$ cat src/rtl/irigb_event_stamper.sv
`timescale 1ns/1ps
// ---------------------------------------------------------------------------
// irigb_event_stamper
//
// Keeps a local {seconds, nanoseconds} clock that is disciplined by the
// recovered IRIG-B time word and the recovered PPS line. Rising edges on an
// asynchronous event input are timestamped against this clock, corrected for
// the synchroniser delay, and queued in a first-word-fall-through FIFO.
//
// Ports
//   sclk         system clock
//   rst          synchronous reset, active high
//   time_in      recovered time {sec[63:32], ns[31:0]}
//   pps_in       recovered PPS (asynchronous)
//   evt_in       external event line (asynchronous)
//   stamp_data   head stamp {sec, ns}, registered
//   stamp_valid  queue not empty
//   stamp_ready  consumer accepts the head stamp
//   stamp_ovf    sticky flag: an event was dropped on a full queue
//   ovf_clr      clears stamp_ovf (a same-cycle drop wins)
//   cur_time     local time {sec, ns}
//   time_locked  local time is valid
// ---------------------------------------------------------------------------
module irigb_event_stamper #(
    parameter int CLK_PERIOD_NS = 20,
    parameter int SYNC_STAGES   = 2,
    parameter int FIFO_AW       = 4,
    parameter int HOLDOVER_S    = 3
) (
    input  logic        sclk,
    input  logic        rst,
    input  logic [63:0] time_in,
    input  logic        pps_in,
    input  logic        evt_in,
    output logic [63:0] stamp_data,
    output logic        stamp_valid,
    input  logic        stamp_ready,
    output logic        stamp_ovf,
    input  logic        ovf_clr,
    output logic [63:0] cur_time,
    output logic        time_locked
);

    localparam logic [31:0] NS_PER_S = 32'd1_000_000_000;
    localparam logic [31:0] NS_HALF  = 32'd500_000_000;
    localparam logic [31:0] NS_INC   = 32'(CLK_PERIOD_NS);
    // Delay from the event pin to the detection cycle, backed out of each stamp
    localparam logic [31:0] NS_COMP  = 32'(SYNC_STAGES * CLK_PERIOD_NS);
    localparam int          DEPTH    = 2 ** FIFO_AW;
    localparam logic [FIFO_AW:0] FIFO_FULL = (FIFO_AW + 1)'(DEPTH);
    localparam int          HW       = (HOLDOVER_S < 1) ? 1 : $clog2(HOLDOVER_S + 1);
    localparam logic [HW-1:0] HOLD_MAX = HW'(HOLDOVER_S);

    // Registered state
    logic [63:0]            time_q, time_d;
    logic [31:0]            sec_q, sec_d;
    logic [31:0]            ns_q, ns_d;
    logic                   locked_q, locked_d;
    logic [HW-1:0]          hold_q, hold_d;
    logic [SYNC_STAGES-1:0] pps_sync_q, pps_sync_d;
    logic                   pps_prev_q, pps_prev_d;
    logic [SYNC_STAGES-1:0] evt_sync_q, evt_sync_d;
    logic                   evt_prev_q, evt_prev_d;
    logic [FIFO_AW-1:0]     wr_ptr_q, wr_ptr_d;
    logic [FIFO_AW-1:0]     rd_ptr_q, rd_ptr_d;
    logic [FIFO_AW:0]       count_q, count_d;
    logic                   valid_q, valid_d;
    logic [63:0]            head_q, head_d;
    logic                   ovf_q, ovf_d;
    logic [63:0]            mem_q [DEPTH];

    // Combinational helpers
    logic        load_s;
    logic        pps_rise_s;
    logic        evt_rise_s;
    logic [31:0] ns_inc_s;
    logic [63:0] stamp_s;
    logic        full_s;
    logic        pop_s;
    logic        push_req_s;
    logic        push_s;
    logic        drop_s;

    // Synchronisers, edge detectors and the load comparison
    always_comb begin
        time_d     = time_in;
        pps_sync_d = {pps_sync_q[SYNC_STAGES-2:0], pps_in};
        evt_sync_d = {evt_sync_q[SYNC_STAGES-2:0], evt_in};
        pps_prev_d = pps_sync_q[SYNC_STAGES-1];
        evt_prev_d = evt_sync_q[SYNC_STAGES-1];
        pps_rise_s = pps_sync_q[SYNC_STAGES-1] & ~pps_prev_q;
        evt_rise_s = evt_sync_q[SYNC_STAGES-1] & ~evt_prev_q;
        load_s     = (time_in != time_q);
        ns_inc_s   = ns_q + NS_INC;
    end

    // Local time counter: load beats PPS beats free-running increment
    always_comb begin
        sec_d    = sec_q;
        ns_d     = ns_q;
        locked_d = locked_q;
        hold_d   = hold_q;
        if (load_s) begin
            sec_d    = time_in[63:32];
            ns_d     = time_in[31:0];
            locked_d = 1'b1;
            hold_d   = {HW{1'b0}};
        end else if (pps_rise_s) begin
            // PPS near the end of a second means our second is about to turn
            if (ns_q >= NS_HALF) begin
                sec_d = sec_q + 32'd1;
            end else begin
                sec_d = sec_q;
            end
            ns_d = 32'd0;
        end else if (ns_inc_s >= NS_PER_S) begin
            ns_d  = ns_inc_s - NS_PER_S;
            sec_d = sec_q + 32'd1;
            // Unassisted rollovers count toward losing lock; count saturates
            if (hold_q != HOLD_MAX) begin
                hold_d = hold_q + HW'(1);
            end else begin
                hold_d = hold_q;
            end
            if (hold_d == HOLD_MAX) begin
                locked_d = 1'b0;
            end else begin
                locked_d = locked_q;
            end
        end else begin
            ns_d = ns_inc_s;
        end
    end

    // Event stamp, corrected for synchroniser latency with a borrow across seconds
    always_comb begin
        if (ns_q >= NS_COMP) begin
            stamp_s = {sec_q, ns_q - NS_COMP};
        end else begin
            stamp_s = {sec_q - 32'd1, ns_q + NS_PER_S - NS_COMP};
        end
    end

    // Queue control: push/pop decisions, pointers, occupancy and overflow flag
    always_comb begin
        full_s     = (count_q == FIFO_FULL);
        pop_s      = valid_q & stamp_ready;
        push_req_s = evt_rise_s & locked_q;
        push_s     = push_req_s & (~full_s | pop_s);
        drop_s     = push_req_s & full_s & ~pop_s;

        if (push_s) begin
            wr_ptr_d = wr_ptr_q + FIFO_AW'(1);
        end else begin
            wr_ptr_d = wr_ptr_q;
        end
        if (pop_s) begin
            rd_ptr_d = rd_ptr_q + FIFO_AW'(1);
        end else begin
            rd_ptr_d = rd_ptr_q;
        end

        case ({push_s, pop_s})
            2'b10:   count_d = count_q + (FIFO_AW + 1)'(1);
            2'b01:   count_d = count_q - (FIFO_AW + 1)'(1);
            default: count_d = count_q;
        endcase
        valid_d = (count_d != (FIFO_AW + 1)'(0));

        if (drop_s) begin
            ovf_d = 1'b1;
        end else if (ovf_clr) begin
            ovf_d = 1'b0;
        end else begin
            ovf_d = ovf_q;
        end
    end

    // Registered head: bypass the incoming stamp when it lands in the head slot
    always_comb begin
        if (count_d == (FIFO_AW + 1)'(0)) begin
            head_d = 64'd0;
        end else if (push_s && (rd_ptr_d == wr_ptr_q)) begin
            head_d = stamp_s;
        end else begin
            head_d = mem_q[rd_ptr_d];
        end
    end

    // Stamp storage; contents need no reset because the pointers define validity
    always_ff @(posedge sclk) begin
        if (push_s) begin
            mem_q[wr_ptr_q] <= stamp_s;
        end
    end

    // State registers with synchronous reset
    always_ff @(posedge sclk) begin
        if (rst) begin
            time_q     <= 64'd0;
            sec_q      <= 32'd0;
            ns_q       <= 32'd0;
            locked_q   <= 1'b0;
            hold_q     <= {HW{1'b0}};
            pps_sync_q <= {SYNC_STAGES{1'b0}};
            pps_prev_q <= 1'b0;
            evt_sync_q <= {SYNC_STAGES{1'b0}};
            evt_prev_q <= 1'b0;
            wr_ptr_q   <= {FIFO_AW{1'b0}};
            rd_ptr_q   <= {FIFO_AW{1'b0}};
            count_q    <= {(FIFO_AW + 1){1'b0}};
            valid_q    <= 1'b0;
            head_q     <= 64'd0;
            ovf_q      <= 1'b0;
        end else begin
            time_q     <= time_d;
            sec_q      <= sec_d;
            ns_q       <= ns_d;
            locked_q   <= locked_d;
            hold_q     <= hold_d;
            pps_sync_q <= pps_sync_d;
            pps_prev_q <= pps_prev_d;
            evt_sync_q <= evt_sync_d;
            evt_prev_q <= evt_prev_d;
            wr_ptr_q   <= wr_ptr_d;
            rd_ptr_q   <= rd_ptr_d;
            count_q    <= count_d;
            valid_q    <= valid_d;
            head_q     <= head_d;
            ovf_q      <= ovf_d;
        end
    end

    assign stamp_data  = head_q;
    assign stamp_valid = valid_q;
    assign stamp_ovf   = ovf_q;
    assign cur_time    = {sec_q, ns_q};
    assign time_locked = locked_q;

endmodule

$ cat config.mk
export PLATFORM = sky130hd
export DESIGN_NAME = irigb_event_stamper
export DESIGN_NICKNAME = d
export VERILOG_FILES = /design/src/rtl/irigb_event_stamper.sv
export SDC_FILE = /design/constraint.sdc
export NUM_CORES = 2
export LEC_CHECK = 0
export CORE_MARGIN = 1.5
export CORE_UTILIZATION = 40
export DETAILED_ROUTE_END_ITERATION = 6
export PLACE_DENSITY_LB_ADDON = 0.2
export SLEW_MARGIN = 40
export SYNTH_ARGS = -nofsm -noshare
export SYNTH_HDL_FRONTEND = slang
export SYNTH_SLANG_ARGS = --single-unit
export TNS_END_PERCENT = 1
$ cat constraint.sdc
create_clock -name sclk -period 11.8 [get_ports sclk]
set_input_delay 1.18 -clock sclk [delete_from_list [all_inputs] [get_ports sclk]]
set_output_delay 1.18 -clock sclk [all_outputs]
set_load 0.03 [all_outputs]
==> flow_metrics.py <==
metrics = {
    "run_status": {
        "outcome": "finished with violations",
        "violations": "DRC",
    },
    "worst_setup_path": {
        "startpoint_type": "input port",
        "required_ns": 12.39,
        "slowest_delay_ns": 0.61,
        "end_kind": "flip-flop",
        "cp_common_cell": "inv_1",
        "cp.arrival_ns": 5.58,
        "crit_slowest_cell": "buf_6",
        "path_cells": "clkdlybuf4s50_1 -> and2_1 -> nor4bb_1 -> nor4bb_1 -> buf_4 -> inv_1 -> ha_1 -> inv_1 -> fa_1 -> inv_1 -> a21o_1 -> a21oi_1 -> xnor2_1 -> nor2_1 -> xnor2_1 -> nand3_1 -> nand2_4 -> buf_6 -> nor2_1",
        "crit_fanout": 51,
        "crit_type": "in2reg",
    },
    "sta": {
        "max_freq_ghz": 0.200,
        "final_hold_viol_count": 0,
        "worstMarginPinSlew_ns": 0.848,
        "finalMaxSlewViolations": 0,
        "fin_skew_ns": 0.0331,
        "setup_violations": 0,
        "rsz0062_at_grt": "false",
        "slew-limit-headroom": 0.434,
        "finalCritPeriodShare": 0.424,
        "fin_crit_ns": 5.00,
        "fin_setup_tns_ns": 0,
        "setup_slack_ns": 6.80,
        "hold_slack_ns": 0.437,
    },
    "floorplan": {
        "die_w_um": 356,
        "io_pins": 201,
        "coreArea_sq_um": 124000,
        "row_count": 129,
        "design.die.area_sq_um": 127000,
        "die_h_um": 356,
        "start_util": 0.403,
    },
    "global_route": {
        "antenna_found_initial": 4,
        "grt_pass1_wl_um": 202000,
        "grt_max_degree": 83,
        "track_usage": 0.220,
        "grt_pass1_vias": 29100,
        "overflow": 0,
    },
    "detailed_routing": {
        "drt_first_iter_violations": 2961,
        "vias_per_cell": 5.76,
        "antenna_left": 0,
        "drt_wl_total_um": 139000,
        "num_vias": 28100,
        "wl_per_cell_um": 28.5,
        "remaining_drc_errors": 14,
        "first_pass_iters": 7,
    },
    "synthesis": {
        "netlist_area_sq_um": 49900,
        "ys_warn_count": 0,
        "synth_area_leaders": "edfxtp_1, mux4_2, dfxtp_1",
        "ys_ff_latch": 1240,
        "seq_area_frac_synth": 0.703,
        "synth.distinct_cells": 70,
        "synth_commonest_cells": "edfxtp_1, mux4_2, dfxtp_1",
        "synthFlopType": "edfxtp_1",
        "synth_edf_count": 1024,
        "syn_inst": 2877,
        "async_reset_ff_frac": 0,
        "synth_top_area_frac": 0.616,
        "yosysMostFrequentCell": "edfxtp_1",
        "syn_area_per_cell_sq_um": 17.3,
        "synth_area_leader_cell": "edfxtp_1",
        "syn_nets": 2964,
    },
    "clock_network": {
        "clkTransAtPathRegs_ns": 0.05,
        "htree_levels": 4,
        "clock_latency_ns": 0.75,
        "cts_setup_buffers": 0,
        "cts-root-buf": "clkbuf_16",
        "clockBufferDepth": 3,
        "cts_buffers": 134,
        "clkSinkCount": 1240,
        "cts_tree": "built",
        "cts-resized-gates": 0,
        "ctsHoldBuffers": 0,
    },
    "final_layout": {
        "nets": 3220,
        "area_growth_syn_to_layout_pct": 18.3,
        "drive_gt1_frac": 0.208,
        "fill_cells": 10300,
        "ff_latch_area_sq_um": 35100,
        "multi_input_area_sq_um": 14300,
    },
    "hold_path": {
        "hold_path_class": "reg2reg",
    },
    "placement": {
        "place_hpwl_um": 81400,
        "place_ws_ns": 6.04,
        "numPortBuffers": 200,
        "globalplace.congestion": 0.876,
    },
    "flow_run": {
        "max_cap_viol_count": 0,
    },
    "power_and_ir_drop": {
        "p_leak_uw": 0.0197,
        "power_density_nw_per_um2": 170,
        "ir_worst_vdd_uv": 147,
    },
}
-- layer usage --
layer  part of all wire  vias to the layer above  GRT usage
met2               0.50                     1098      0.372
li1                   -                    11900          -
met1               0.41                    14900      0.296
met4              0.024                        4     0.0629
met5            0.00017                        -          0
met3              0.061                      198     0.0335
-- layout make-up --
class	instances	share of cell area
diodes	2	0.0000847
clock buffers	185	0.0632
clock inverters	60	0.0115
inverters	35	0.00222
multi-input cells	1416	0.242
flip-flops and latches	1240	0.594
well taps	1637	0.0347
repair buffers	306	0.0522
-- flip-flops by register name (all words and copies together), names as in the netlist, 2 cells and up --
register	cells
wr_ptr_q	4
hold_q	2
mem_q	1024
ns_q	32
time_q	64
count_q	5
rd_ptr_q	4
stamp_data	64
pps_sync_q	2
evt_sync_q	2
sec_q	32
-- stage by stage --
| step | cells | total power, uW | area, sq um | utilization |
|---|---|---|---|---|
| after floorplan | 2877 | 5560 | 49900 | - |
| after global placement | 4623 | 5890 | 54200 | 0.438 |
| after detailed placement | 4634 | 5920 | 54600 | 0.441 |
| after CTS | 4879 | 10100 | 59100 | 0.477 |
| after global routing | 4879 | 10300 | 59100 | 0.477 |
| final | 4881 | 10000 | 59100 | 0.477 |
-- cell families after synthesis --
kind of cell,synth area share
flip-flops,0.703
AO/OA/AOI/OAI,0.0308
AND/OR/NAND/NOR,0.0656
XOR/XNOR,0.0318
adder cells (fa/ha/maj),0.00441
multiplexers,0.147
buffers and inverters,0.0177
-- critical path: cells and delay by family --
kind | cells | cell delay (ns)
simple gates | 7 | 1.65
compound gates | 2 | 0.33
fa+ha+maj | 2 | 0.48
buf+inv | 6 | 1.54
xor+xnor | 2 | 0.34
-- where the power goes --
part	switching, uW	leakage (uW)	internal [uW]	total, uW
combinational	510	0.00641	429	938
clock	1720	0.00212	2490	4210
sequential	70.6	0.0112	4810	4880
-- placed cells by master (no fill, tap or decap), types with 25 or more instances in the layout --
| cell | synthesis | layout |
|---|---|---|
| clkbuf_16 | 0 | 139 |
| nand2_1 | 202 | 201 |
| xnor2_1 | 63 | 53 |
| edfxtp_1 | 1024 | 1024 |
| a21oi_1 | 83 | 81 |
| nor2b_1 | 73 | 73 |
| o21ai_0 | 50 | 50 |
| inv_1 | 34 | 34 |
| nand3_1 | 46 | 45 |
| clkbuf_1 | 130 | 38 |
| nand4_1 | 37 | 37 |
| xor2_1 | 118 | 110 |
| dfxtp_1 | 216 | 216 |
| nor2_1 | 93 | 79 |
| buf_4 | 6 | 79 |
| nor3_1 | 46 | 42 |
| clkdlybuf4s50_1 | 0 | 199 |
| mux4_2 | 320 | 320 |
| or3_1 | 25 | 25 |
| nor4_1 | 46 | 44 |
-- worst paths after layout --
path         slack (ns)     startpoint            end  depth (start not counted)
max reg2reg        6.95        ns_q[3]       sec_q[6]                         10
min reg2reg        0.44  pps_sync_q[0]  pps_sync_q[1]                          1
max                6.80    stamp_ready  stamp_data[4]                         19
min                0.44  pps_sync_q[0]  pps_sync_q[1]                          1
No activity file was read; power rests on OpenSTA's default activity.
